### src/rtl/cpu_pkg.sv
// Shared MIPS pipeline definitions: opcodes, instruction-type encodings and
// the MEM-stage handshake state type.
package cpu_pkg;

   // Opcodes seen by the MEM stage
   localparam logic [5:0] OP_ADD    = 6'h00;
   localparam logic [5:0] OP_J_INST = 6'h02;
   localparam logic [5:0] OP_BEQ    = 6'h04;
   localparam logic [5:0] OP_ORI    = 6'h0D;
   localparam logic [5:0] OP_LUI    = 6'h0F;
   localparam logic [5:0] OP_LW     = 6'h23;
   localparam logic [5:0] OP_SW     = 6'h2B;

   // instruc_type encodings carried down the pipeline
   localparam logic [1:0] TYPE_BUBBLE = 2'b00;
   localparam logic [1:0] TYPE_J      = 2'b01;
   localparam logic [1:0] TYPE_I      = 2'b10;
   localparam logic [1:0] TYPE_R      = 2'b11;

   // Data-memory handshake states
   typedef enum logic {
      IDLE = 1'b0,
      WAIT = 1'b1
   } mem_state_t;

   // True for opcodes that touch data memory
   function automatic logic is_mem_op(input logic [5:0] op);
      return (op == OP_LW) || (op == OP_SW);
   endfunction

endpackage

### src/rtl/dmem_handshake.sv
// Data-memory req/ack sequencer for the MEM stage. Issues one registered
// request per aligned lw/sw, holds address/data stable until ack or timeout,
// and generates the stall back to EX and the one-cycle fault pulse.
module dmem_handshake #(
   parameter int DATA_SIZE    = 32,
   parameter int ADDRESS_SIZE = 32,
   parameter int ACK_TIMEOUT  = 16
) (
   input  logic                    clock,
   input  logic                    reset_n,
   input  logic                    start_req,
   input  logic                    misalign,
   input  logic                    is_store,
   input  logic [ADDRESS_SIZE-1:0] req_addr,
   input  logic [DATA_SIZE-1:0]    req_wdata,
   input  logic                    dmem_ack,
   output logic                    dmem_req,
   output logic                    dmem_we,
   output logic [ADDRESS_SIZE-1:0] dmem_addr,
   output logic [DATA_SIZE-1:0]    dmem_wdata,
   output logic                    mem_stall_c,
   output logic                    mem_fault_c,
   output logic                    in_wait,
   output logic                    mem_done
);
   import cpu_pkg::*;

   // Counter must hold 0..ACK_TIMEOUT-1; keep at least one bit for ACK_TIMEOUT == 1
   localparam int CNT_W = (ACK_TIMEOUT > 1) ? $clog2(ACK_TIMEOUT) : 1;
   localparam logic [CNT_W-1:0] CNT_LAST = CNT_W'(ACK_TIMEOUT - 1);

   mem_state_t       state, state_nxt;
   logic [CNT_W-1:0] cnt, cnt_nxt;
   logic             stall_raw;
   logic             issue;
   logic             fault_nxt;

   assign in_wait  = (state == WAIT);
   assign mem_done = (state == WAIT) && dmem_ack;

   // Stall is forced low while reset is asserted
   assign mem_stall_c = reset_n && stall_raw;

   // Next-state, counter, stall and fault decisions
   always_comb begin
      state_nxt = state;
      cnt_nxt   = cnt;
      stall_raw = 1'b0;
      issue     = 1'b0;
      fault_nxt = 1'b0;
      case (state)
         IDLE: begin
            // Any ack seen here is late or spurious and is ignored
            if (start_req) begin
               stall_raw = 1'b1;
               issue     = 1'b1;
               state_nxt = WAIT;
               cnt_nxt   = '0;
            end else if (misalign) begin
               fault_nxt = 1'b1;
            end
         end
         WAIT: begin
            // Ack takes priority over a timeout in the same cycle
            if (dmem_ack) begin
               state_nxt = IDLE;
            end else if (cnt == CNT_LAST) begin
               state_nxt = IDLE;
               fault_nxt = 1'b1;
            end else begin
               stall_raw = 1'b1;
               cnt_nxt   = cnt + CNT_W'(1);
            end
         end
         default: begin
            state_nxt = IDLE;
         end
      endcase
   end

   // State, counter and dmem_* registers; address/data only load on issue
   always_ff @(posedge clock) begin
      if (!reset_n) begin
         state       <= IDLE;
         cnt         <= '0;
         dmem_req    <= 1'b0;
         dmem_we     <= 1'b0;
         dmem_addr   <= '0;
         dmem_wdata  <= '0;
         mem_fault_c <= 1'b0;
      end else begin
         state       <= state_nxt;
         cnt         <= cnt_nxt;
         dmem_req    <= (state_nxt == WAIT);
         mem_fault_c <= fault_nxt;
         if (issue) begin
            dmem_we    <= is_store;
            dmem_addr  <= req_addr;
            dmem_wdata <= req_wdata;
         end
      end
   end

endmodule

### src/rtl/memory_stage.sv
// MEM stage of the 5-stage MIPS pipeline: decodes EX_MEM, runs lw/sw through
// the data-memory handshake and produces the MEM_WB register.
module memory_stage #(
   parameter int DATA_SIZE    = 32,
   parameter int ADDRESS_SIZE = 32,
   parameter int ACK_TIMEOUT  = 16
) (
   input  logic                    clock,
   input  logic                    reset_n,
   input  logic                    EX_MEM_valid,
   input  logic [5:0]              EX_MEM_op,
   input  logic [1:0]              EX_MEM_instruc_type,
   input  logic [DATA_SIZE-1:0]    EX_MEM_result,
   input  logic [DATA_SIZE-1:0]    EX_MEM_B,
   input  logic [4:0]              EX_MEM_dest,
   input  logic                    dmem_ack,
   input  logic [DATA_SIZE-1:0]    dmem_rdata,
   output logic                    dmem_req,
   output logic                    dmem_we,
   output logic [ADDRESS_SIZE-1:0] dmem_addr,
   output logic [DATA_SIZE-1:0]    dmem_wdata,
   output logic                    mem_stall_c,
   output logic                    mem_fault_c,
   output logic                    MEM_WB_valid,
   output logic [4:0]              MEM_WB_dest,
   output logic [DATA_SIZE-1:0]    MEM_WB_result,
   output logic [5:0]              MEM_WB_op,
   output logic [1:0]              MEM_WB_instruc_type
);
   import cpu_pkg::*;

   logic is_mem;
   logic misaligned;
   logic is_store;
   logic writes_reg;
   logic in_wait;
   logic mem_done;

   assign is_mem     = EX_MEM_valid && is_mem_op(EX_MEM_op);
   assign misaligned = (EX_MEM_result[1:0] != 2'b00);
   assign is_store   = (EX_MEM_op == OP_SW);
   // Only I/R-type instructions write a register; sw and beq never do, and r0 is discarded
   assign writes_reg = EX_MEM_valid && EX_MEM_instruc_type[1] &&
                       (EX_MEM_op != OP_SW) && (EX_MEM_op != OP_BEQ) &&
                       (EX_MEM_dest != 5'd0);

   dmem_handshake #(
      .DATA_SIZE    (DATA_SIZE),
      .ADDRESS_SIZE (ADDRESS_SIZE),
      .ACK_TIMEOUT  (ACK_TIMEOUT)
   ) u_handshake (
      .clock       (clock),
      .reset_n     (reset_n),
      .start_req   (is_mem && !misaligned),
      .misalign    (is_mem && misaligned),
      .is_store    (is_store),
      .req_addr    (ADDRESS_SIZE'(EX_MEM_result)),
      .req_wdata   (EX_MEM_B),
      .dmem_ack    (dmem_ack),
      .dmem_req    (dmem_req),
      .dmem_we     (dmem_we),
      .dmem_addr   (dmem_addr),
      .dmem_wdata  (dmem_wdata),
      .mem_stall_c (mem_stall_c),
      .mem_fault_c (mem_fault_c),
      .in_wait     (in_wait),
      .mem_done    (mem_done)
   );

   // MEM_WB register: ALU results pass in one cycle, loads complete on ack,
   // everything else (issue, wait, misalign, timeout) inserts a bubble
   always_ff @(posedge clock) begin
      if (!reset_n) begin
         MEM_WB_valid        <= 1'b0;
         MEM_WB_dest         <= '0;
         MEM_WB_result       <= '0;
         MEM_WB_op           <= '0;
         MEM_WB_instruc_type <= '0;
      end else begin
         MEM_WB_dest         <= EX_MEM_dest;
         MEM_WB_op           <= EX_MEM_op;
         MEM_WB_instruc_type <= EX_MEM_instruc_type;
         if (mem_done) begin
            MEM_WB_valid  <= writes_reg;
            MEM_WB_result <= is_store ? '0 : dmem_rdata;
         end else if (!in_wait && !is_mem) begin
            MEM_WB_valid  <= writes_reg;
            MEM_WB_result <= EX_MEM_result;
         end else begin
            MEM_WB_valid  <= 1'b0;
         end
      end
   end

endmodule

### config.mk
export PLATFORM = sky130hd
export DESIGN_NAME = memory_stage
export DESIGN_NICKNAME = d
export VERILOG_FILES = /design/src/rtl/cpu_pkg.sv /design/src/rtl/dmem_handshake.sv /design/src/rtl/memory_stage.sv
export SDC_FILE = /design/constraint.sdc
export NUM_CORES = 1
export LEC_CHECK = 0
export ABC_AREA = 1
export CORE_UTILIZATION = 45
export DETAILED_ROUTE_END_ITERATION = 10
export PLACE_DENSITY = 0.95
export SLEW_MARGIN = 20
export SYNTH_ARGS = -nofsm -noshare
export SYNTH_HDL_FRONTEND = slang
export SYNTH_SLANG_ARGS = --single-unit
### constraint.sdc
create_clock -name clock -period 2.99 [get_ports clock]
set_clock_uncertainty 0.15 [all_clocks]
set_input_delay 0.598 -clock clock [delete_from_list [all_inputs] [get_ports clock]]
set_output_delay 0.598 -clock clock [all_outputs]
set_load 0.005 [all_outputs]
# After elaboration in Yosys (flattened, before gate mapping)

Cells that the tools add are included.

Word-level logic and storage cells: 58
Bits of input ports: 113
Output and inout bits: 114
Register bits: 117

Eq/ne operators: 8
Add/sub/neg operators: 1
Mux-type cells: 19
Reduce and logical (&&, ||, !) cells: 18
Bitwise logic cells: 1

Operators with widths:

| cell                                                  | count |
|---|---|
| 2-to-1 mux 32 bit                                     | 3 |
| equality test 6 bit, second input constant            | 2 |
| 2-to-1 mux 4 bit                                      | 3 |
| logical AND 1 bit                                     | 10 |
| 2-to-1 mux 1 bit                                      | 10 |
| one-hot mux 4 bit (2 select lines)                    | 1 |
| inequality test 6 x 3 -> 1 bit, second input constant | 1 |
| inequality test 6 bit, second input constant          | 1 |
| nonzero test 5 bit                                    | 1 |
| adder 4 x 1 -> 4 bit, second input constant           | 1 |
| equality test 4 bit, second input constant            | 1 |
| inequality test 2 bit, second input constant          | 2 |
| one-hot mux 1 bit (2 select lines)                    | 2 |
| nonzero test 2 bit                                    | 2 |
| logical NOT 1 bit                                     | 3 |
| AND reduction 3 bit                                   | 1 |
| inequality test 2 x 1 -> 1 bit, second input constant | 1 |
| logical OR 1 bit                                      | 1 |
| NOT 1 bit                                             | 1 |

# Longest topological paths before layout

Word-level depth: 7
Depth in mapped cells: 10
Depth with buffers taken out: 8

# Hierarchy

From an unflattened synthesis, not the netlist that was laid out.

Cell total of the unflattened synthesis: 774
Area total of the unflattened synthesis: 5088.6 um2

Modules (own cells, without submodules):

| module         | area an instance (um2) | instances | cells each | sequential area each (um2) |
|---|---|---|---|---|
| dmem_handshake | 2570.0                 | 1         | 331        | 1421.4 |
| memory_stage   | 2518.7                 | 1         | 443        | 920.9 |

# Least setup slack after synthesis

OpenSTA, ideal clock, no wires.

Path kind: in2out
Start: in EX_MEM_result[1]
End: out mem_stall_c
Data required time: 2242 ps
Setup slack: 869 ps
Path buffers: 2
Stages on the path: 7
Data arrival time: 1373 ps
Cells stage by stage: inv_1 > nand2_1 > nor2_1 > nand3_4 > buf_6 > buf_6 > a21oi_1

Cells in the longest elaborated chain, start to end: 6

RTL lines:

| what                               | RTL line             | text |
|---|---|---|
| from (decl)                        | memory_stage.sv:13   | `input logic [DATA_SIZE-1:0] EX_MEM_result,` |
| nonzero test 2 bit                 | memory_stage.sv:40   | `assign misaligned = (EX_MEM_result[1:0] != 2'b00);` |
| logical NOT 1 bit                  | memory_stage.sv:54   | `.start_req (is_mem && !misaligned),` |
| logical AND 1 bit                  | memory_stage.sv:54   |  |
| 2-to-1 mux 1 bit                   | dmem_handshake.sv:54 | `if (start_req) begin` |
| one-hot mux 1 bit (2 select lines) | dmem_handshake.sv:51 | `case (state)` |
| logical AND 1 bit                  | dmem_handshake.sv:42 | `assign mem_stall_c = reset_n && stall_raw;` |
| to (decl)                          | memory_stage.sv:22   | `output logic mem_stall_c,` |

Every way passes these cells.

# Worst setup path after layout

Ends and elaborated chain as after synthesis.

==> impl_metrics.json <==
{
  "outcome": "completed",
  "gp_congestion": 0.805,
  "cts_hold_buf": 0,
  "via_count": 5294,
  "vias_per_cell": 4.67,
  "cts.clk_slew.worst_paths_ps": 50,
  "clock-sinks": 117,
  "layout.cells.non_filler": 1133,
  "p_clk_share_pct": 47.3,
  "layout_setup_ws_ps": 123,
  "worstHoldPathType": "register to register",
  "hold_viol": 0,
  "ys_warn_count": 0,
  "antenna_found_initial": 0,
  "cts_tree": "yes",
  "start_util_pct": 46.1,
  "postLayoutCoreUtil_pct": 72.5,
  "setup.worst_path.class": "input pin to output pin",
  "overflow": 0,
  "p_per_area_nw_per_um2": 485,
  "arrival_ps": 2120,
  "yosysSeqAreaShare_pct": 46.9,
  "crit_path_cell_trace": "clkdlybuf4s50_1 > inv_1 > nand2_1 > nor2_1 > nand3_4 > a21oi_2 > clkdlybuf4s50_1",
  "placed_cells": 1101,
  "grt_setup_unrepaired": "false",
  "ys_top_cells_by_area": "dfxtp_1 (47%), nor2_1 (18%), nand2_1 (15%)",
  "avgRoutedWirePerCell_um": 12.4,
  "syn_to_final_growth_pct": 57.3,
  "first_iter_violations": 333,
  "syn_area_um2": 4990,
  "crit_family": "buffers and inverters",
  "maxSlewHeadroom_pct": 30.3,
  "setup_viol": 0,
  "crit_top_cell": "clkdlybuf4s50_1",
  "place_ws_ps": 65.7,
  "internal-power_uw": 2910,
  "report.final.slew_viol_count": 0,
  "p_total_uw": 3810,
  "post-cts-setup-buffer-count": 0,
  "synth_top_area_share_pct": 46.9,
  "worst-path-buf-inv": 3,
  "dieArea_um2": 11500,
  "crit_path_max_fanout": 2,
  "switching_share_pct": 23.6,
  "syn-mean-instance-area_um2": 6.55,
  "cts_made_buffers": 17,
  "final_common_cell": "nor2_1",
  "clk_path_buf_depth": 2,
  "firstDrtPassIters": 5,
  "ctsResizeCount": 0,
  "drv_cap": 0,
  "grt_usage_pct": 25.3,
  "tightest_slew_ps": 1050,
  "cts_max_level": 4,
  "crit_slowest_cell": "clkdlybuf4s50_1",
  "slowest_delay_ps": 510,
  "insertion_delay_ps": 490,
  "grt_pass1_vias": 5145,
  "fp.dieW_um": 107,
  "ys_seq_elements": 117,
  "grt_pass1_wl_mm": 23.1,
  "endpoint_kind": "output pin",
  "drtAntennaViolNets": 0,
  "final_cell_mix": "nor2_1 (235), clkdlybuf4s50_1 (225), nand2_1 (192)",
  "r2r_slack_ps": 900,
  "wl_mm": 14.1,
  "grt_max_degree": 115,
  "route.detailed.drc": 0,
  "required_ps": 2240,
  "io_pins": 227,
  "yosysTopAreaCell": "dfxtp_1",
  "final_nets": 1094,
  "drive_gt1_share_pct": 5.64,
  "finalSetupTns_ps": 0,
  "synth_cell_type_count": 22,
  "die_y_um": 107,
  "fin_crit_ps": 2870,
  "num_rows": 38,
  "finalCritPeriodShare_pct": 95.9,
  "syn-num-nets": 876,
  "detailed_place_hpwl_mm": 9.85,
  "cts_root_buffer": "clkbuf_8",
  "netlist_instances": 762,
  "pwr-share-seq_pct": 42.4,
  "p_switching_uw": 900,
  "diodes": 0,
  "start_kind": "input pin",
  "ir_drop_v": 0.000324,
  "port_buffers": 226,
  "fmax_ghz": 0.349,
  "core_um2": 10800,
  "p_leak_uw": 0.00350,
  "p_comb_share_pct": 10.3
}
[layout make-up]
type	count	area [um2]
repair buffers	240	2380
clock inverters	13	101
well taps	140	175
flip-flops and latches	117	2340
clock buffers	19	442
inverters	89	334
multi-input cells	515	2090
fillers	866	2980
[through the flow]
step	hold slack (ps)	cell area (um2)
6_report	277	7860
4_1_cts	253	7860
3_5_place_dp	274	7310
5_1_grt	280	7860
3_3_place_gp	271	7310
2_1_floorplan	281	4990
[worst register-to-register path, delay by kind of cell (launching register included)]
family | cells | cell delay (ps)
flip-flops | 1 | 470
AND/OR/NAND/NOR | 4 | 460
buffers and inverters | 3 | 900
[kinds of logic after synthesis]
| group | share of synthesized area (%) |
|---|---|
| simple gates | 34.3 |
| buf+inv | 11.5 |
| flops | 46.9 |
| compound gates | 7.06 |
| fa+ha+maj | 0.250 |
[sequential cells by signal (all words and copies together), names as in the netlist]
| signal | flops |
|---|---|
| MEM_WB_result | 32 |
| u_handshake.dmem_addr | 32 |
| u_handshake.dmem_wdata | 32 |
| MEM_WB_op | 6 |
| MEM_WB_dest | 5 |
| u_handshake.cnt | 4 |
| MEM_WB_instruc_type | 2 |
| MEM_WB_valid | 1 |
| u_handshake.dmem_we | 1 |
| u_handshake.in_wait | 1 |
| u_handshake.mem_fault_c | 1 |
[power by group through the flow]
stage	logic, uW	clock network, uW	registers (uW)
global route	434	1920	1620
detailed placement	391	0	1650
CTS	394	1850	1620
floorplan	124	0	1650
finish	392	1800	1620
global placement	383	0	1650
[final timing paths]
kind                                    startpoint  cells past startpoint                               endpoint
min reg2reg  u_handshake.dmem_addr[1]$_SDFFE_PN0P_                      2  u_handshake.dmem_addr[1]$_SDFFE_PN0P_
max reg2reg         u_handshake.in_wait$_SDFF_PN0_                      7  u_handshake.dmem_addr[6]$_SDFFE_PN0P_
min          u_handshake.dmem_addr[1]$_SDFFE_PN0P_                      2  u_handshake.dmem_addr[1]$_SDFFE_PN0P_
max                               EX_MEM_result[1]                      7                            mem_stall_c
[Yosys cell counts]
| master | instances |
|---|---|
| nor2_1 | 235 |
| nand2_1 | 194 |
| dfxtp_1 | 117 |
| inv_1 | 86 |
| o21ai_0 | 58 |
| clkbuf_1 | 16 |
| buf_2 | 9 |
| buf_4 | 8 |
| buf_6 | 6 |
| o21ai_1 | 6 |
| a21oi_1 | 5 |
| nand3_1 | 5 |
| nand4_1 | 4 |
| inv_2 | 3 |
| buf_1 | 2 |
| nor3_1 | 2 |
| a21boi_0 | 1 |
| ha_1 | 1 |
| nand3_4 | 1 |
| nand3b_1 | 1 |
| nor2_2 | 1 |
| nor2_4 | 1 |
[routing by layer]
metal / share of wire (%) / global-route usage [%] / vias to the layer above / wire length, um
met4: 2.6 / 10.7 / 0 / 359
li1: - / - / 2704 / -
met5: 0 / 0 / - / 0
met1: 40 / 28.0 / 2358 / 5670
met2: 49 / 44.6 / 202 / 6870
met3: 8.2 / 7.99 / 30 / 1160
Note: power is estimated with default switching activity, not from simulation.
